==> src/rtl/lc3_boot_mem.sv <==
// rtl/lc3_boot_mem.sv - LC3 byte memory with a boot-time valid/ready image loader
// The processor is held in reset while the image streams in from address 0 upward.
module lc3_boot_mem #(
  parameter int ADDRESS_WIDTH = 8,
  parameter bit BOOT_LOAD     = 1'b1
) (
  input  logic                     clk,
  input  logic                     rst,
  input  logic [ADDRESS_WIDTH-1:0] address,
  input  logic [7:0]               data_in,
  input  logic                     write,
  output logic [7:0]               data_out,
  output logic                     cpu_hold,
  input  logic [7:0]               ld_data,
  input  logic                     ld_valid,
  input  logic                     ld_last,
  output logic                     ld_ready,
  output logic [ADDRESS_WIDTH:0]   ld_count
);

  localparam int DEPTH = 1 << ADDRESS_WIDTH;
  localparam logic [ADDRESS_WIDTH-1:0] PTR_MAX = '1;
  localparam logic [ADDRESS_WIDTH-1:0] PTR_ONE = 1;
  localparam logic [ADDRESS_WIDTH:0]   CNT_ONE = 1;

  typedef enum logic [1:0] {
    ST_LOAD,
    ST_RELEASE,
    ST_RUN
  } state_t;

  localparam state_t ST_RESET = state_t'(BOOT_LOAD ? ST_LOAD : ST_RUN);

  logic [7:0]               mem_q [DEPTH];
  state_t                   state_q, state_d;
  logic                     ld_ready_q, ld_ready_d;
  logic [ADDRESS_WIDTH-1:0] ptr_q, ptr_d;
  logic [ADDRESS_WIDTH:0]   ld_count_q, ld_count_d;
  logic [7:0]               data_out_q, data_out_d;
  logic                     ld_fire;
  logic                     cpu_wr;

  assign ld_fire = (state_q == ST_LOAD) && ld_valid && ld_ready_q;
  assign cpu_wr  = (state_q == ST_RUN) && write;

  always_comb begin
    state_d    = state_q;
    ld_ready_d = 1'b0;
    ptr_d      = ptr_q;
    ld_count_d = ld_count_q;
    data_out_d = 8'h00;
    case (state_q)
      ST_LOAD: begin
        ld_ready_d = 1'b1;
        if (ld_fire) begin
          ptr_d      = ptr_q + PTR_ONE;
          ld_count_d = ld_count_q + CNT_ONE;
          // Dropping ready on the final beat guarantees nothing past it is taken.
          if (ld_last || (ptr_q == PTR_MAX)) begin
            state_d    = ST_RELEASE;
            ld_ready_d = 1'b0;
          end
        end
      end
      ST_RELEASE: begin
        state_d = ST_RUN;
      end
      ST_RUN: begin
        data_out_d = mem_q[address];
      end
      default: begin
        state_d = ST_RESET;
      end
    endcase
  end

  always_ff @(posedge clk or negedge rst) begin
    if (!rst) begin
      state_q    <= ST_RESET;
      ld_ready_q <= 1'b0;
      ptr_q      <= '0;
      ld_count_q <= '0;
      data_out_q <= 8'h00;
    end else begin
      state_q    <= state_d;
      ld_ready_q <= ld_ready_d;
      ptr_q      <= ptr_d;
      ld_count_q <= ld_count_d;
      data_out_q <= data_out_d;
    end
  end

  // Array is deliberately outside the reset domain so contents survive a reset.
  always_ff @(posedge clk) begin
    if (ld_fire) begin
      mem_q[ptr_q] <= ld_data;
    end else if (cpu_wr) begin
      mem_q[address] <= data_in;
    end
  end

  assign data_out = data_out_q;
  assign cpu_hold = (state_q != ST_RUN);
  assign ld_ready = ld_ready_q;
  assign ld_count = ld_count_q;

endmodule

==> config.mk <==
export PLATFORM = sky130hd
export DESIGN_NAME = lc3_boot_mem
export DESIGN_NICKNAME = d
export VERILOG_FILES = /design/src/rtl/lc3_boot_mem.sv
export SDC_FILE = /design/constraint.sdc
export NUM_CORES = 2
export LEC_CHECK = 0
export CAP_MARGIN = 20
export CORE_MARGIN = 2
export CORE_UTILIZATION = 40
export CTS_CLUSTER_DIAMETER = 150
export DETAILED_ROUTE_END_ITERATION = 6
export PLACE_DENSITY = 0.57
export SLEW_MARGIN = 20
export SYNTH_ARGS = -nofsm -noshare
export SYNTH_HDL_FRONTEND = slang
export SYNTH_SLANG_ARGS = --single-unit
==> constraint.sdc <==
create_clock -name clk -period 16.2 [get_ports clk]
set_clock_uncertainty 0.05 [all_clocks]
set_input_delay 3.24 -clock clk [delete_from_list [all_inputs] [get_ports clk]]
set_output_delay 3.24 -clock clk [all_outputs]
set_load 0.02 [all_outputs]
### After elaboration in Yosys (flattened, before gate mapping)

Memories as Yosys holds them, arrays and structs flattened.
Cells that the tools add are included.

* logic and storage cells: 38
* memories: 1
* output and inout port bits: 19
* register bits: 28
* bits of input ports: 29
* bits in writable memories: 2048

* muxes and demuxes: 15
* equal/unequal tests: 6
* bitwise logic cells: 1
* reduce and logical (&&, ||, !) cells: 8
* $add $sub $neg: 2

Memory list
* mem_q: words 256, bits a word 8, rd ports 1, clocked after Yosys merged registers in 0, write ports 1, RTL line 34 `logic [7:0] mem_q [DEPTH];`

Operators with widths (number)
* 8-bit 2-to-1 mux: 3
* 9-bit by 1-bit adder with 9-bit output, second input constant: 1
* 1-bit 2-to-1 mux: 9
* 8-bit by 1-bit adder with 8-bit output, second input constant: 1
* 8-bit == test, second input constant: 1
* 8-bit OR reduction: 1
* 2-bit case mux with 3 select lines: 1
* 2-bit 2-to-1 mux: 2
* 2-bit inequality test, second input constant: 2
* 1-bit logical AND: 3
* 3-bit AND reduction: 1
* 2-bit by 1-bit == test with 1-bit output, second input constant: 1
* 2-bit == test, second input constant: 1
* 2-bit zero test: 1
* 2-bit by 1-bit inequality test with 1-bit output, second input constant: 1
* 2-bit AND reduction: 1
* 1-bit logical OR: 1
* 1-bit NOT: 1

### Depth between registers and ports, before layout

* depth after elaboration: 7
* gate-level depth with buffers: 13
* depth with buffers taken out: 7

### Least setup slack after synthesis

No wires, ideal clock.

* kind: input to register
* from: in write
* to: mem mem_q[0][0], data pin
* setup time: 823 ps
* path buffers: 2
* cell stages on the path: 5
* data required time: 15327 ps
* arrival: 6932 ps
* slack: 8395 ps
* path through: and2_1 -> buf_2 -> buf_1 -> nand2_1 -> nand2_1

* cells in the longest elaborated chain, start to end: 6

Ends and longest elaborated chain
* start, declared: RTL line 11 `input logic write,`
* 1-bit logical AND: RTL line 44 `assign cpu_wr = (state_q == ST_RUN) && write;`
* 1-bit 2-to-1 mux: RTL line 97 `end else if (cpu_wr) begin`
* 1-bit 2-to-1 mux: RTL line 95 `if (ld_fire) begin`
* 1-bit 2-to-1 mux (not written as such): RTL line 98 `mem_q[address] <= data_in;`
* 8-bit OR reduction (no line)
* 8-bit 2-to-1 mux (no line)
* end, declared: RTL line 34

No other way between the ends.

### Final worst setup path

* from: in address[0]
* to: reg data_out_q[7], in the netlist data_out[7]

* cells in the longest elaborated chain, start to end: 2

Ends and longest elaborated chain
* start, declared: RTL line 9 `input logic [ADDRESS_WIDTH-1:0] address,`
* memory 256 x 8 bit
* 8-bit 2-to-1 mux: RTL line 52 `case (state_q)`
* via data_out_d[7]: RTL line 39 `logic [7:0] data_out_q, data_out_d;`
* end signal, assigned: RTL line 89 `data_out_q <= data_out_d;`
* end, declared: RTL line 39

The timed path passes the listed nets, and every way through them passes these cells.
A chain may end at the register's enable or synchronous reset.

==> impl_metrics.csv <==
group,metric,value,unit
detailed_routing,wire_per_inst,32.0,um
critical_path,crit_path_frequent_cell,"buf_4",
logic_synthesis,syn-num-nets,4047,
pwr,ir_drop,0.135,mV
critical_path,cp.arrival,7.63,ns
clocking,numCtsBuffers,209,
placement,routabilityCongestion,0.829,
global_routing,use_met2,0.338,
placement,io_buffers,47,
clocking,cts_tree,"built",
sta,tightest_slew,1.27,ns
logic_synthesis,synth_edf_count,2048,
logic_synthesis,synth_top_cell_by_area,"edfxtp_1",
critical_path,cpMaxStageDelayCell,"buf_4",
critical_path,r2r-start,"state_q[1]",
clocking,cts.sinks,2076,
logic_synthesis,ys_warn_count,0,
finish,area_delta_synth_final,11.4,%
global_routing,grt_pass1_vias,40900,
clocking,cts_setup_buffers,0,
detailed_routing,vias,41200,
critical_path,critical_path_required,16.83,ns
logic_synthesis,ys.flop_type,"edfxtp_1",
logic_synthesis,async_reset_ff_frac,0.0135,
critical_path,critPathBufInv,4,
floorplanning,placement_rows,165,
critical_path,crit_type,"input port to flop",
placement,dp_hpwl,132000,um
logic_synthesis,yosys-top-cells-area,"edfxtp_1 (75%), mux4_2 (11%), mux2i_1 (3.2%), nor2_1 (1.4%), mux4_1 (0.87%)",
finish,fin_nets,4142,
global_routing,use_met3,0.0381,
sta,relSlewSlack,0.133,
logic_synthesis,synth_top_area_frac,0.752,
pwr,leakagePower,0.0284,uW
logic_synthesis,ys_seq_elements,2076,
floorplanning,die_area,208000,um^2
critical_path,critical-path-max-stage-delay,0.70,ns
critical_path,crit_family,"buffers and inverters",
placement,dp.cells,6569,
floorplanning,start_util,0.403,
detailed_routing,wl,222000,um
detailed_routing,first_pass_iters,6,
finish,drive_above_1_share,0.186,
global_routing,busiest_layer,"met2",
detailed_routing,drc,0,
min_path,hold_depth,1,
clocking,worstSkewPairLatency,0.85,ns
clocking,cts_buffer_depth,3,
clocking,htree_num_levels,4,
global_routing,grt_pass1_wl,316000,um
job,drv_cap,0,
detailed_routing,drt_iter0_drc,4736,
sta,tns,0,ns
floorplanning,die_w,456,um
logic_synthesis,synth_area_per_cell,20.4,um^2
floorplanning,die_h,456,um
clocking,clock-root-buffer,"clkbuf_16",
global_routing,grt_remaining_overflow,0,
floorplanning,core_area,203000,um^2
critical_path,r2r_end,"mem_q[251][0]",
clocking,cts_resized,0,
sta,timing.fmax,143,MHz
logic_synthesis,netlist_area,81800,um^2
global_routing,antenna_found_initial,4,
logic_synthesis,ys_seq_area_frac,0.760,
critical_path,end_kind,"flop",
clocking,cts_hold_buffers,0,
min_path,holdCritPathClass,"flop to flop",
critical_path,path_cells,"buf_8 > buf_12 > buf_4 > buf_4 > mux4_2 > a22oi_1 > a31oi_1 > nand4_1 > o22ai_1",
critical_path,worst-r2r-setup-slack,11.46,ns
min_path,worstHoldStart,"ld_count[8]",
detailed_routing,via_per_inst,5.92,
critical_path,cp.depth,9,
sta,fin_crit_sh,0.433,
min_path,holdPathEnd,"ld_count[8]",
sta,slew_viol_final,0,
critical_path,critPathLaunchType,"input port",
logic_synthesis,synth_cell_types,73,
detailed_routing,antenna_left,0,
finish,stdcell_count,6953,
clocking,clk_pin_slew,0.06,ns
sta,hold_viol,0,
critical_path,crit_fanout,94,
sta,rsz0062_at_grt,"no",
floorplanning,io_pins,48,
global_routing,grt_usage,0.212,
pwr,pwr_density_cell,133,nW/um^2
sta,setup_viol,0,
global_routing,met1_usage,0.296,
sta,fin_crit,7.01,ns
outcome,status,"finished clean",
global_routing,grt_max_degree,209,
logic_synthesis,syn_inst,4016,
critical_path,r2r_cells,8,
## cells in the final DEF, fill, tap and decap left out, drive strengths merged, types with 47 or more instances in the layout
cell / count
nand3: 47
o22ai: 69
buf: 86
nand2: 140
edfxtp: 2048
nor2: 311
o221ai: 77
clkinv: 84
a21oi: 53
clkbuf: 283
mux2i: 260
mux4: 423
## cell type report
cell class	count	area (um^2)
antenna	3	7.51
clock buffer	282	5700
clock inverter	96	683
fill	17100	112000
inverter	3	16.3
multi-input combinational	1693	17900
sequential	2076	62200
tap	2672	3340
timing repair buffer	128	1280
## flip-flops by register name, indices dropped and copies added (netlist names)
register,cells
mem_q,2048
ptr_q,8
state_q,2
ld_count,9
data_out,8
ld_ready,1
## cell families after synthesis
logic type / Yosys count / share of synthesized area
AO/OA/AOI/OAI: 373 / 0.0324
flip-flops: 2076 / 0.760
adder cells (fa/ha/maj): 2 / 0.000306
buffers and inverters: 247 / 0.0220
XOR/XNOR: 16 / 0.00171
multiplexers: 694 / 0.151
AND/OR/NAND/NOR: 608 / 0.0322
## metrics by stage
step / setup WS, ns / util / hold WS (ns) / power, uW / area [um^2]
2_1_floorplan: 8.40 / - / 0.427 / 7230 / 81800
3_3_place_gp: 8.28 / 0.418 / 0.411 / 7670 / 84700
3_5_place_dp: 8.29 / 0.418 / 0.417 / 7700 / 84700
4_1_cts: 9.21 / 0.449 / 0.426 / 12200 / 91100
5_1_grt: 8.84 / 0.450 / 0.462 / 12500 / 91100
6_report: 9.19 / 0.450 / 0.423 / 12200 / 91100
## worst register-to-register path: cells and delay by family (launching register included)
| family | cells | cell delay (ns) |
|---|---|---|
| AND/OR/NAND/NOR | 5 | 2.56 |
| buffers and inverters | 2 | 0.85 |
| AO/OA/AOI/OAI | 1 | 0.47 |
| flip-flops | 1 | 0.41 |
## cells in the mapped netlist (all sizes together), types with 4 or more instances
cell and count:
edfxtp 2048, mux4 423, nor2 311, mux2i 260, buf 172, nand2 140, o221ai 77, clkbuf 70
o22ai 69, a21oi 53, nand3 47, o21ai 41, dfrtp 28, nor3 22, a31oi 20, and2 18
a211oi 16, xnor2 15, a22oi 14, nand3b 14, a221oi 13, nand4 12, mux2 11, nor2b 10
and3 9, a2111oi 8, o31ai 7, nand2b 6, nor4 6, o211ai 6, o21a 6, o32ai 5
a211o 4, a2bb2oi 4, a311oi 4, a32oi 4, o21bai 4, or3 4
## power by group
group          total, uW  internal [uW]  switching [uW]
sequential          6370           6320            49.1
clock               4570           2550            2030
combinational       1220            275             947
total              12200           9150            3020
## layer usage
layer | up-vias | part of all wire
met4 | 2 | 0.032
met1 | 22200 | 0.42
met3 | 358 | 0.073
li1 | 16800 | -
met2 | 1740 | 0.48
met5 | - | 0.000054
## how the worst max path moves through the flow
stage                from     endpoint  slack (ns)
6_report       address[0]  data_out[7]        9.19
5_1_grt        address[0]  data_out[4]        8.84
4_1_cts        address[0]  data_out[4]        9.21
3_5_place_dp   address[0]  data_out[4]        8.29
3_3_place_gp   address[0]  data_out[4]        8.28
2_1_floorplan       write  mem_q[0][0]        8.40
Power figures use the tool's default switching activity.
